## src/rtl/mem_fifo_ctrl_if.sv

```systemverilog
// Push/pop side of the mem_fifo_ctrl FIFO controller.
// The slave modport is the controller; the master modport is the datapath that pushes and pops.
interface mem_fifo_ctrl_if #(
  parameter int AW = 9,
  parameter int DW = 20
);
  logic          wr_en;
  logic [DW-1:0] wr_data;
  logic          rd_en;
  logic [DW-1:0] rd_data;
  logic          rd_dval;
  logic          full;
  logic          empty;
  logic [AW:0]   level;
  logic          ovf;
  logic          unf;
  logic          almost_full;
  logic          almost_empty;

  modport slave (
    input  wr_en, wr_data, rd_en,
    output rd_data, rd_dval, full, empty, level, ovf, unf, almost_full, almost_empty
  );

  modport master (
    output wr_en, wr_data, rd_en,
    input  rd_data, rd_dval, full, empty, level, ovf, unf, almost_full, almost_empty
  );
endinterface

```

## src/rtl/mem_fifo_ctrl.sv

```systemverilog
// FIFO controller driving the write and read ports of an external 2**AW x DW two-port memory.
// Optional almost_full/almost_empty watermarks are built when MEM_FIFO_WATERMARK_EN is defined.
module mem_fifo_ctrl #(
  parameter int AW     = 9,
  parameter int DW     = 20,
  parameter int AF_LVL = 448,
  parameter int AE_LVL = 64
) (
  input  logic          clk,
  input  logic          rst,
  mem_fifo_ctrl_if.slave fifo,
  output logic [AW-1:0] mem_wa,
  output logic          mem_write,
  output logic [DW-1:0] mem_d,
  output logic [AW-1:0] mem_ra,
  input  logic [DW-1:0] mem_q
);

  localparam logic [AW:0] DEPTH_LVL = (AW+1)'(1 << AW);

  logic [AW-1:0] wr_ptr_reg, rd_ptr_reg;
  logic [AW:0]   level_reg, level_next;
  logic          full_reg, empty_reg;
  logic          rd_dval_reg, ovf_reg, unf_reg;
  logic          push_ok, pop_ok;

  // Accept decisions use only registered flags, so no input reaches a flag combinationally.
  assign push_ok = fifo.wr_en & ~full_reg & ~rst;
  assign pop_ok  = fifo.rd_en & ~empty_reg & ~rst;

  always_comb begin
    level_next = level_reg;
    case ({push_ok, pop_ok})
      2'b10:   level_next = level_reg + 1'b1;
      2'b01:   level_next = level_reg - 1'b1;
      default: level_next = level_reg;
    endcase
  end

  always_ff @(posedge clk or posedge rst) begin
    if (rst) begin
      wr_ptr_reg  <= '0;
      rd_ptr_reg  <= '0;
      level_reg   <= '0;
      full_reg    <= 1'b0;
      empty_reg   <= 1'b1;
      rd_dval_reg <= 1'b0;
      ovf_reg     <= 1'b0;
      unf_reg     <= 1'b0;
    end else begin
      // Pointers wrap through natural AW-bit overflow.
      if (push_ok) wr_ptr_reg <= wr_ptr_reg + 1'b1;
      if (pop_ok)  rd_ptr_reg <= rd_ptr_reg + 1'b1;
      level_reg   <= level_next;
      full_reg    <= (level_next == DEPTH_LVL);
      empty_reg   <= (level_next == '0);
      rd_dval_reg <= pop_ok;
      if (fifo.wr_en && full_reg)  ovf_reg <= 1'b1;
      if (fifo.rd_en && empty_reg) unf_reg <= 1'b1;
    end
  end

`ifdef MEM_FIFO_WATERMARK_EN
  localparam logic [AW:0] AF_TH = (AW+1)'(AF_LVL);
  localparam logic [AW:0] AE_TH = (AW+1)'(AE_LVL);

  logic almost_full_reg, almost_empty_reg;

  always_ff @(posedge clk or posedge rst) begin
    if (rst) begin
      almost_full_reg  <= 1'b0;
      almost_empty_reg <= 1'b1;
    end else begin
      almost_full_reg  <= (level_next >= AF_TH);
      almost_empty_reg <= (level_next <= AE_TH);
    end
  end

  assign fifo.almost_full  = almost_full_reg;
  assign fifo.almost_empty = almost_empty_reg;
`else
  assign fifo.almost_full  = 1'b0;
  assign fifo.almost_empty = 1'b0;
`endif

  assign mem_wa    = wr_ptr_reg;
  assign mem_write = push_ok;
  assign mem_d     = fifo.wr_data;
  assign mem_ra    = rd_ptr_reg;

  assign fifo.rd_data = mem_q;
  assign fifo.rd_dval = rd_dval_reg;
  assign fifo.full    = full_reg;
  assign fifo.empty   = empty_reg;
  assign fifo.level   = level_reg;
  assign fifo.ovf     = ovf_reg;
  assign fifo.unf     = unf_reg;

endmodule

```

## src/flat_wrapper.sv

```systemverilog
// flat-port wrapper written by rule: the top's interface ports become plain ports
module mem_fifo_ctrl_flat 
#(
  parameter int AW     = 9,
  parameter int DW     = 20,
  parameter int AF_LVL = 448,
  parameter int AE_LVL = 64
)
  (clk, rst, mem_wa, mem_write, mem_d, mem_ra, mem_q, fifo_wr_en, fifo_wr_data, fifo_rd_en, fifo_rd_data, fifo_rd_dval, fifo_full, fifo_empty, fifo_level, fifo_ovf, fifo_unf, fifo_almost_full, fifo_almost_empty);
  mem_fifo_ctrl_if #(.AW(AW), .DW(DW)) fifo_i ();
  input  logic clk;
  input  logic rst;
  output logic [AW-1:0] mem_wa;
  output logic mem_write;
  output logic [DW-1:0] mem_d;
  output logic [AW-1:0] mem_ra;
  input  logic [DW-1:0] mem_q;
  input wire logic [$bits(fifo_i.wr_en)-1:0] fifo_wr_en;
  input wire logic [$bits(fifo_i.wr_data)-1:0] fifo_wr_data;
  input wire logic [$bits(fifo_i.rd_en)-1:0] fifo_rd_en;
  output wire logic [$bits(fifo_i.rd_data)-1:0] fifo_rd_data;
  output wire logic [$bits(fifo_i.rd_dval)-1:0] fifo_rd_dval;
  output wire logic [$bits(fifo_i.full)-1:0] fifo_full;
  output wire logic [$bits(fifo_i.empty)-1:0] fifo_empty;
  output wire logic [$bits(fifo_i.level)-1:0] fifo_level;
  output wire logic [$bits(fifo_i.ovf)-1:0] fifo_ovf;
  output wire logic [$bits(fifo_i.unf)-1:0] fifo_unf;
  output wire logic [$bits(fifo_i.almost_full)-1:0] fifo_almost_full;
  output wire logic [$bits(fifo_i.almost_empty)-1:0] fifo_almost_empty;
  assign fifo_i.wr_en = fifo_wr_en;
  assign fifo_i.wr_data = fifo_wr_data;
  assign fifo_i.rd_en = fifo_rd_en;
  assign fifo_rd_data = fifo_i.rd_data;
  assign fifo_rd_dval = fifo_i.rd_dval;
  assign fifo_full = fifo_i.full;
  assign fifo_empty = fifo_i.empty;
  assign fifo_level = fifo_i.level;
  assign fifo_ovf = fifo_i.ovf;
  assign fifo_unf = fifo_i.unf;
  assign fifo_almost_full = fifo_i.almost_full;
  assign fifo_almost_empty = fifo_i.almost_empty;
  mem_fifo_ctrl #(.AW(AW), .DW(DW), .AF_LVL(AF_LVL), .AE_LVL(AE_LVL)) u_core (.clk(clk), .rst(rst), .fifo(fifo_i), .mem_wa(mem_wa), .mem_write(mem_write), .mem_d(mem_d), .mem_ra(mem_ra), .mem_q(mem_q));
endmodule
```

## config.mk

```make
export PLATFORM = sky130hd
export DESIGN_NAME = mem_fifo_ctrl_flat
export DESIGN_NICKNAME = d
export VERILOG_FILES = /design/src/rtl/mem_fifo_ctrl_if.sv /design/src/rtl/mem_fifo_ctrl.sv /design/src/flat_wrapper.sv
export SDC_FILE = /design/constraint.sdc
export NUM_CORES = 1
export LEC_CHECK = 0
export BUFFER_PORTS_ARGS = -buffer_cell sky130_fd_sc_hd__clkbuf_2
export CORE_MARGIN = 4
export CORE_UTILIZATION = 37
export CTS_CLUSTER_DIAMETER = 50
export DETAILED_ROUTE_END_ITERATION = 8
export PLACE_DENSITY = 0.69
export SYNTH_ARGS = -nofsm -noshare
export SYNTH_HDL_FRONTEND = slang
export SYNTH_SLANG_ARGS = --single-unit
```

## constraint.sdc

```tcl
create_clock -name clk -period 7.2 [get_ports clk]
set_clock_uncertainty 0.1 [all_clocks]
set_input_delay 1.44 -clock clk [delete_from_list [all_inputs] [get_ports clk]]
set_output_delay 1.44 -clock clk [all_outputs]
set_load 0.005 [all_outputs]
```

Word-level counts from Yosys, hierarchy flattened --
Cells that the tools add are included.
Cells by class: reductions and logical operators 3, bitwise logic cells 7, add/subtract/negate cells 4, muxes and demuxes 1, eq/ne operators 3
Operator list (count):
- 10-bit case mux with 2 select lines | 1
- 9-bit by 1-bit adder with 9-bit output (second input constant) | 2
- 10-bit by 1-bit adder with 10-bit output (second input constant) | 1
- 10-bit == test (second input constant) | 1
- 10-bit zero test | 1
- 10-bit by 1-bit subtractor with 10-bit output (second input constant) | 1
- 1-bit bitwise AND | 4
- 1-bit inverter | 3
- 2-bit by 1-bit == test with 1-bit output (second input constant) | 1
- 2-bit == test (second input constant) | 1
- 1-bit logical AND | 2
Storage, ports and cells: output and inout bits 76, flip-flop bits (word level) 33

Depth between registers and ports, before layout --
depth in word-level cells 6, mapped depth 11, gate-level depth less buffers 10

Least setup slack after synthesis --
OpenSTA, ideal clock, no wires.
kind input-to-reg, from in rst, to reg u_core.empty_reg (netlist: u_core.fifo.empty), arrival 3.857 ns, setup time 0.069 ns, required time 7.031 ns, cell stages on the path 10, slack 3.174 ns, path through nor3b_2 > inv_2 > ha_1 > fa_1 > a211o_1 > a21oi_1 > mux2i_1 > o2111ai_1 > nor4_1 > nor2b_1
Between the ends: longest elaborated chain between the ends 5
RTL lines:
- start, declared | RTL line flat_wrapper.sv:12 | input logic rst;
- 1-bit inverter (*) | RTL line mem_fifo_ctrl.sv:28, mem_fifo_ctrl.sv:29
- 1-bit bitwise AND, on equally long branches | RTL line mem_fifo_ctrl.sv:29, mem_fifo_ctrl.sv:28
- 2-bit by 1-bit == test with 1-bit output or 2-bit == test (tied branches) | RTL line mem_fifo_ctrl.sv:33 | case ({push_ok, pop_ok})
- 10-bit case mux with 2 select lines (*) | RTL line mem_fifo_ctrl.sv:33
- 10-bit zero test (*) | RTL line mem_fifo_ctrl.sv:56 | empty_reg <= (level_next == '0);
- end signal, assigned | RTL line mem_fifo_ctrl.sv:56
- end, declared | RTL line mem_fifo_ctrl.sv:23 | logic full_reg, empty_reg;
Every way passes the cells marked *; elsewhere a longest branch is shown, timed or not. A chain may end at the register's enable or synchronous reset.

Final worst setup path --
from in rst, to reg u_core.empty_reg (netlist: u_core.fifo.empty)
Between the ends: longest elaborated chain between the ends 5
RTL lines:
- 1-bit inverter (*) | RTL line mem_fifo_ctrl.sv:29 | assign pop_ok = fifo.rd_en & ~empty_reg & ~rst;
- 1-bit bitwise AND (*) | RTL line mem_fifo_ctrl.sv:29
- named net u_core.pop_ok | RTL line mem_fifo_ctrl.sv:25 | logic push_ok, pop_ok;
- 2-bit by 1-bit == test with 1-bit output or 2-bit == test (tied branches) | RTL line mem_fifo_ctrl.sv:33
- 10-bit case mux with 2 select lines (*) | RTL line mem_fifo_ctrl.sv:33
- 10-bit zero test (*) | RTL line mem_fifo_ctrl.sv:56
Mark *: on every way through the listed nets, which the timed path passes. The rest lies on a longest branch.

==> impl_metrics.ini <==
[placed_design]
routabilityCongestion = 0.835
numPortBuffers = 37
post-dp-hpwl_um = 2980

[grt]
grt_pass1_vias = 1407
grt_antenna_before_repair = 0
grt_start_max_net_pins = 31
track_usage = 0.118
grt_pass1_wl_um = 6870
grt.overflow.total = 0

[synthesis]
avgSynthCellArea_sq_um = 10.2
synthesis.area_sq_mm = 0.00216
synthCells = 212
seq_area_frac_synth = 0.382
yosysMostFrequentCell = buf_4
synth_top_cells_by_area = dfrtp_1 (37%), buf_4 (15%), ha_1 (6.4%)
synth_top_area_share = 0.370
async_reset_ff_frac = 1.00
ys_seq_elements = 33
yosysTopAreaCell = dfrtp_1
ys_warn_count = 0
synth.top_cells.by_count = buf_4 (42), dfrtp_1 (32), xnor2_1 (14)
synth-edff-count = 0
ys.flop_type = dfrtp_1
ys_types = 49

[cts]
holdBufCountCts = 0
cts_buffers = 5
clock_path_buffers = 2
clockRootBuffer = clkbuf_8
clk_latency_ps = 280
post_cts_resized = 0
cts_tree = yes
postCtsSetupBuffers = 0
clkTransAtPathRegs_ps = 70
numClockSinks = 33
cts-htree-levels = 2

[setup_path]
critPathMaxStageDelay_ps = 500
r2r.worst_path.cells = 10
critPathSlowestCell = ha_1
start_kind = input pin
cp.arrival_ps = 4380
crit_required_ps = 7320
crit_type = input pin to flop
cp_max_fo = 10
path_cells = clkbuf_2 > nor3b_2 > ha_1 > ha_1 > a211o_1 > a21oi_1 > mux2i_1 > o2111ai_1 > nor4_1 > nor2b_1
cpMostUsedCell = ha_1
end_kind = flop

[floorplan]
start_util = 0.388
die_w_um = 84.5
die_area_sq_mm = 0.00713
rows = 27
dieHeight_um = 84.5
io_pins = 120
core_sq_mm = 0.00557

[drt]
wl_per_cell_um = 13.8
vias = 1420
detail-route-antenna-nets = 0
first_iter_violations = 45
via_per_inst = 4.98
route.detailed.drc = 0
routed_wl_um = 3940
drt_first_pass_iters = 4

[timing]
period_share = 0.591
relSlewSlack = 0.408
drv_slew = 0
max_freq_ghz = 0.235
setup_violations = 0
finalCriticalPeriod_ps = 4260
setup_tns_ps = 0
worst_pin_slew_ps = 888
grt_setup_unrepaired = false
hold_viol = 0

[layout]
largest_reg_flops = 10
fin_nets = 268
fin_util = 0.393
area_growth_pct = 1.39
final_layout_size_suffix_gt1_frac = 0.254
diodes = 0

[min_path]
holdPathStages = 1
hold_class = flop to flop

[power]
p_leak_nw = 1.09
power.density_mw_per_mm2 = 364
ir_worst_vdd_v = 0.000115

[run_status]
status = finished clean

[job]
max_cap_violations = 0
==> layer usage <==
| layer | up-vias | track usage | wire length, um |
|---|---|---|---|
| met4 | 0 | 0.0576 | 91 |
| met1 | 670 | 0.150 | 1790 |
| li1 | 688 | - | - |
| met3 | 18 | 0.0491 | 332 |
| met5 | - | 0 | 0 |
| met2 | 44 | 0.173 | 1720 |
==> power breakdown <==
| group | internal, mW | total, mW | switching [mW] |
|---|---|---|---|
| Clock | 0.0669 | 0.131 | 0.0644 |
| Combinational | 0.168 | 0.339 | 0.171 |
| Sequential | 0.250 | 0.327 | 0.0769 |
==> worst paths after layout <==
kind / start / to / slack (ps)
min: u_core.fifo.unf$_DFFE_PP0P_ / u_core.fifo.unf$_DFFE_PP0P_ / 360
max: rst / u_core.fifo.empty$_DFF_PP1_ / 2940
max in group asynchronous: rst / u_core.fifo.empty$_DFF_PP1_ / 5120
min in group asynchronous: rst / u_core.mem_wa[8]$_DFFE_PP0P_ / 1160
max reg2reg: u_core.fifo.full$_DFF_PP0_ / u_core.fifo.empty$_DFF_PP1_ / 3850
min reg2reg: u_core.fifo.unf$_DFFE_PP0P_ / u_core.fifo.unf$_DFFE_PP0P_ / 360
==> critical path, delay by kind of cell <==
family          cells  cell delay (ps)
simple gates        3              980
compound gates      3              720
fa+ha+maj           2              870
buf+inv             1              120
mux                 1              250
==> cell type report <==
| class | count | area [sq um] |
|---|---|---|
| fillers | 556 | 3380 |
| multi-input cells | 131 | 990 |
| flip-flops and latches | 33 | 827 |
| repair buffers | 38 | 193 |
| well taps | 72 | 90.1 |
| clock buffers | 6 | 72.6 |
| inverters | 3 | 11.3 |
| clock inverters | 2 | 10.0 |
==> cells in the final DEF, fill, tap and decap left out, types with 2 or more instances in the layout <==
| cell type | synthesis | final |
|---|---|---|
| clkbuf_2 | 0 | 37 |
| dfrtp_1 | 32 | 32 |
| xnor2_1 | 14 | 14 |
| nand2_1 | 13 | 13 |
| ha_1 | 11 | 11 |
| nand3_1 | 10 | 10 |
| xor2_1 | 9 | 9 |
| nor2_1 | 7 | 7 |
| a21o_1 | 7 | 7 |
| a21oi_1 | 5 | 5 |
| o21ai_1 | 5 | 5 |
| clkbuf_8 | 0 | 5 |
| mux2_1 | 4 | 4 |
| mux2i_1 | 3 | 3 |
| o21ai_0 | 3 | 3 |
| nor3b_2 | 2 | 2 |
| and3_1 | 2 | 2 |
| inv_1 | 2 | 2 |
| nand2b_1 | 2 | 2 |
| nor2b_1 | 2 | 2 |
| o21bai_1 | 2 | 2 |
| and2_1 | 2 | 2 |
| or3_1 | 2 | 2 |
| nor3_1 | 2 | 2 |
| nor3b_1 | 2 | 2 |
| nor4b_1 | 2 | 2 |
| conb_1 | 1 | 2 |
| clkinv_2 | 0 | 2 |
==> cells by family (layout without fill, tap and decap cells) <==
| logic type | after synthesis | count (layout) | synth area share |
|---|---|---|---|
| simple gates | 54 | 54 | 0.139 |
| buf+inv | 49 | 49 | 0.162 |
| compound gates | 33 | 33 | 0.115 |
| flops | 33 | 33 | 0.382 |
| xor+xnor | 23 | 23 | 0.0931 |
| fa+ha+maj | 12 | 12 | 0.0729 |
| mux | 7 | 7 | 0.0347 |
| other cells | 1 | 2 | 0.00173 |
==> stage by stage <==
stage	setup WS (ps)	instances	hold slack, ps	power (mW)	instance area, sq um
floorplan	3170	213	351	0.570	2170
global placement	2800	277	338	0.668	2110
detailed placement	2700	277	346	0.673	2110
CTS	2980	285	361	0.810	2190
global route	2730	285	381	0.870	2190
finish	2940	285	359	0.797	2190
(Power assumes the default switching activity.)
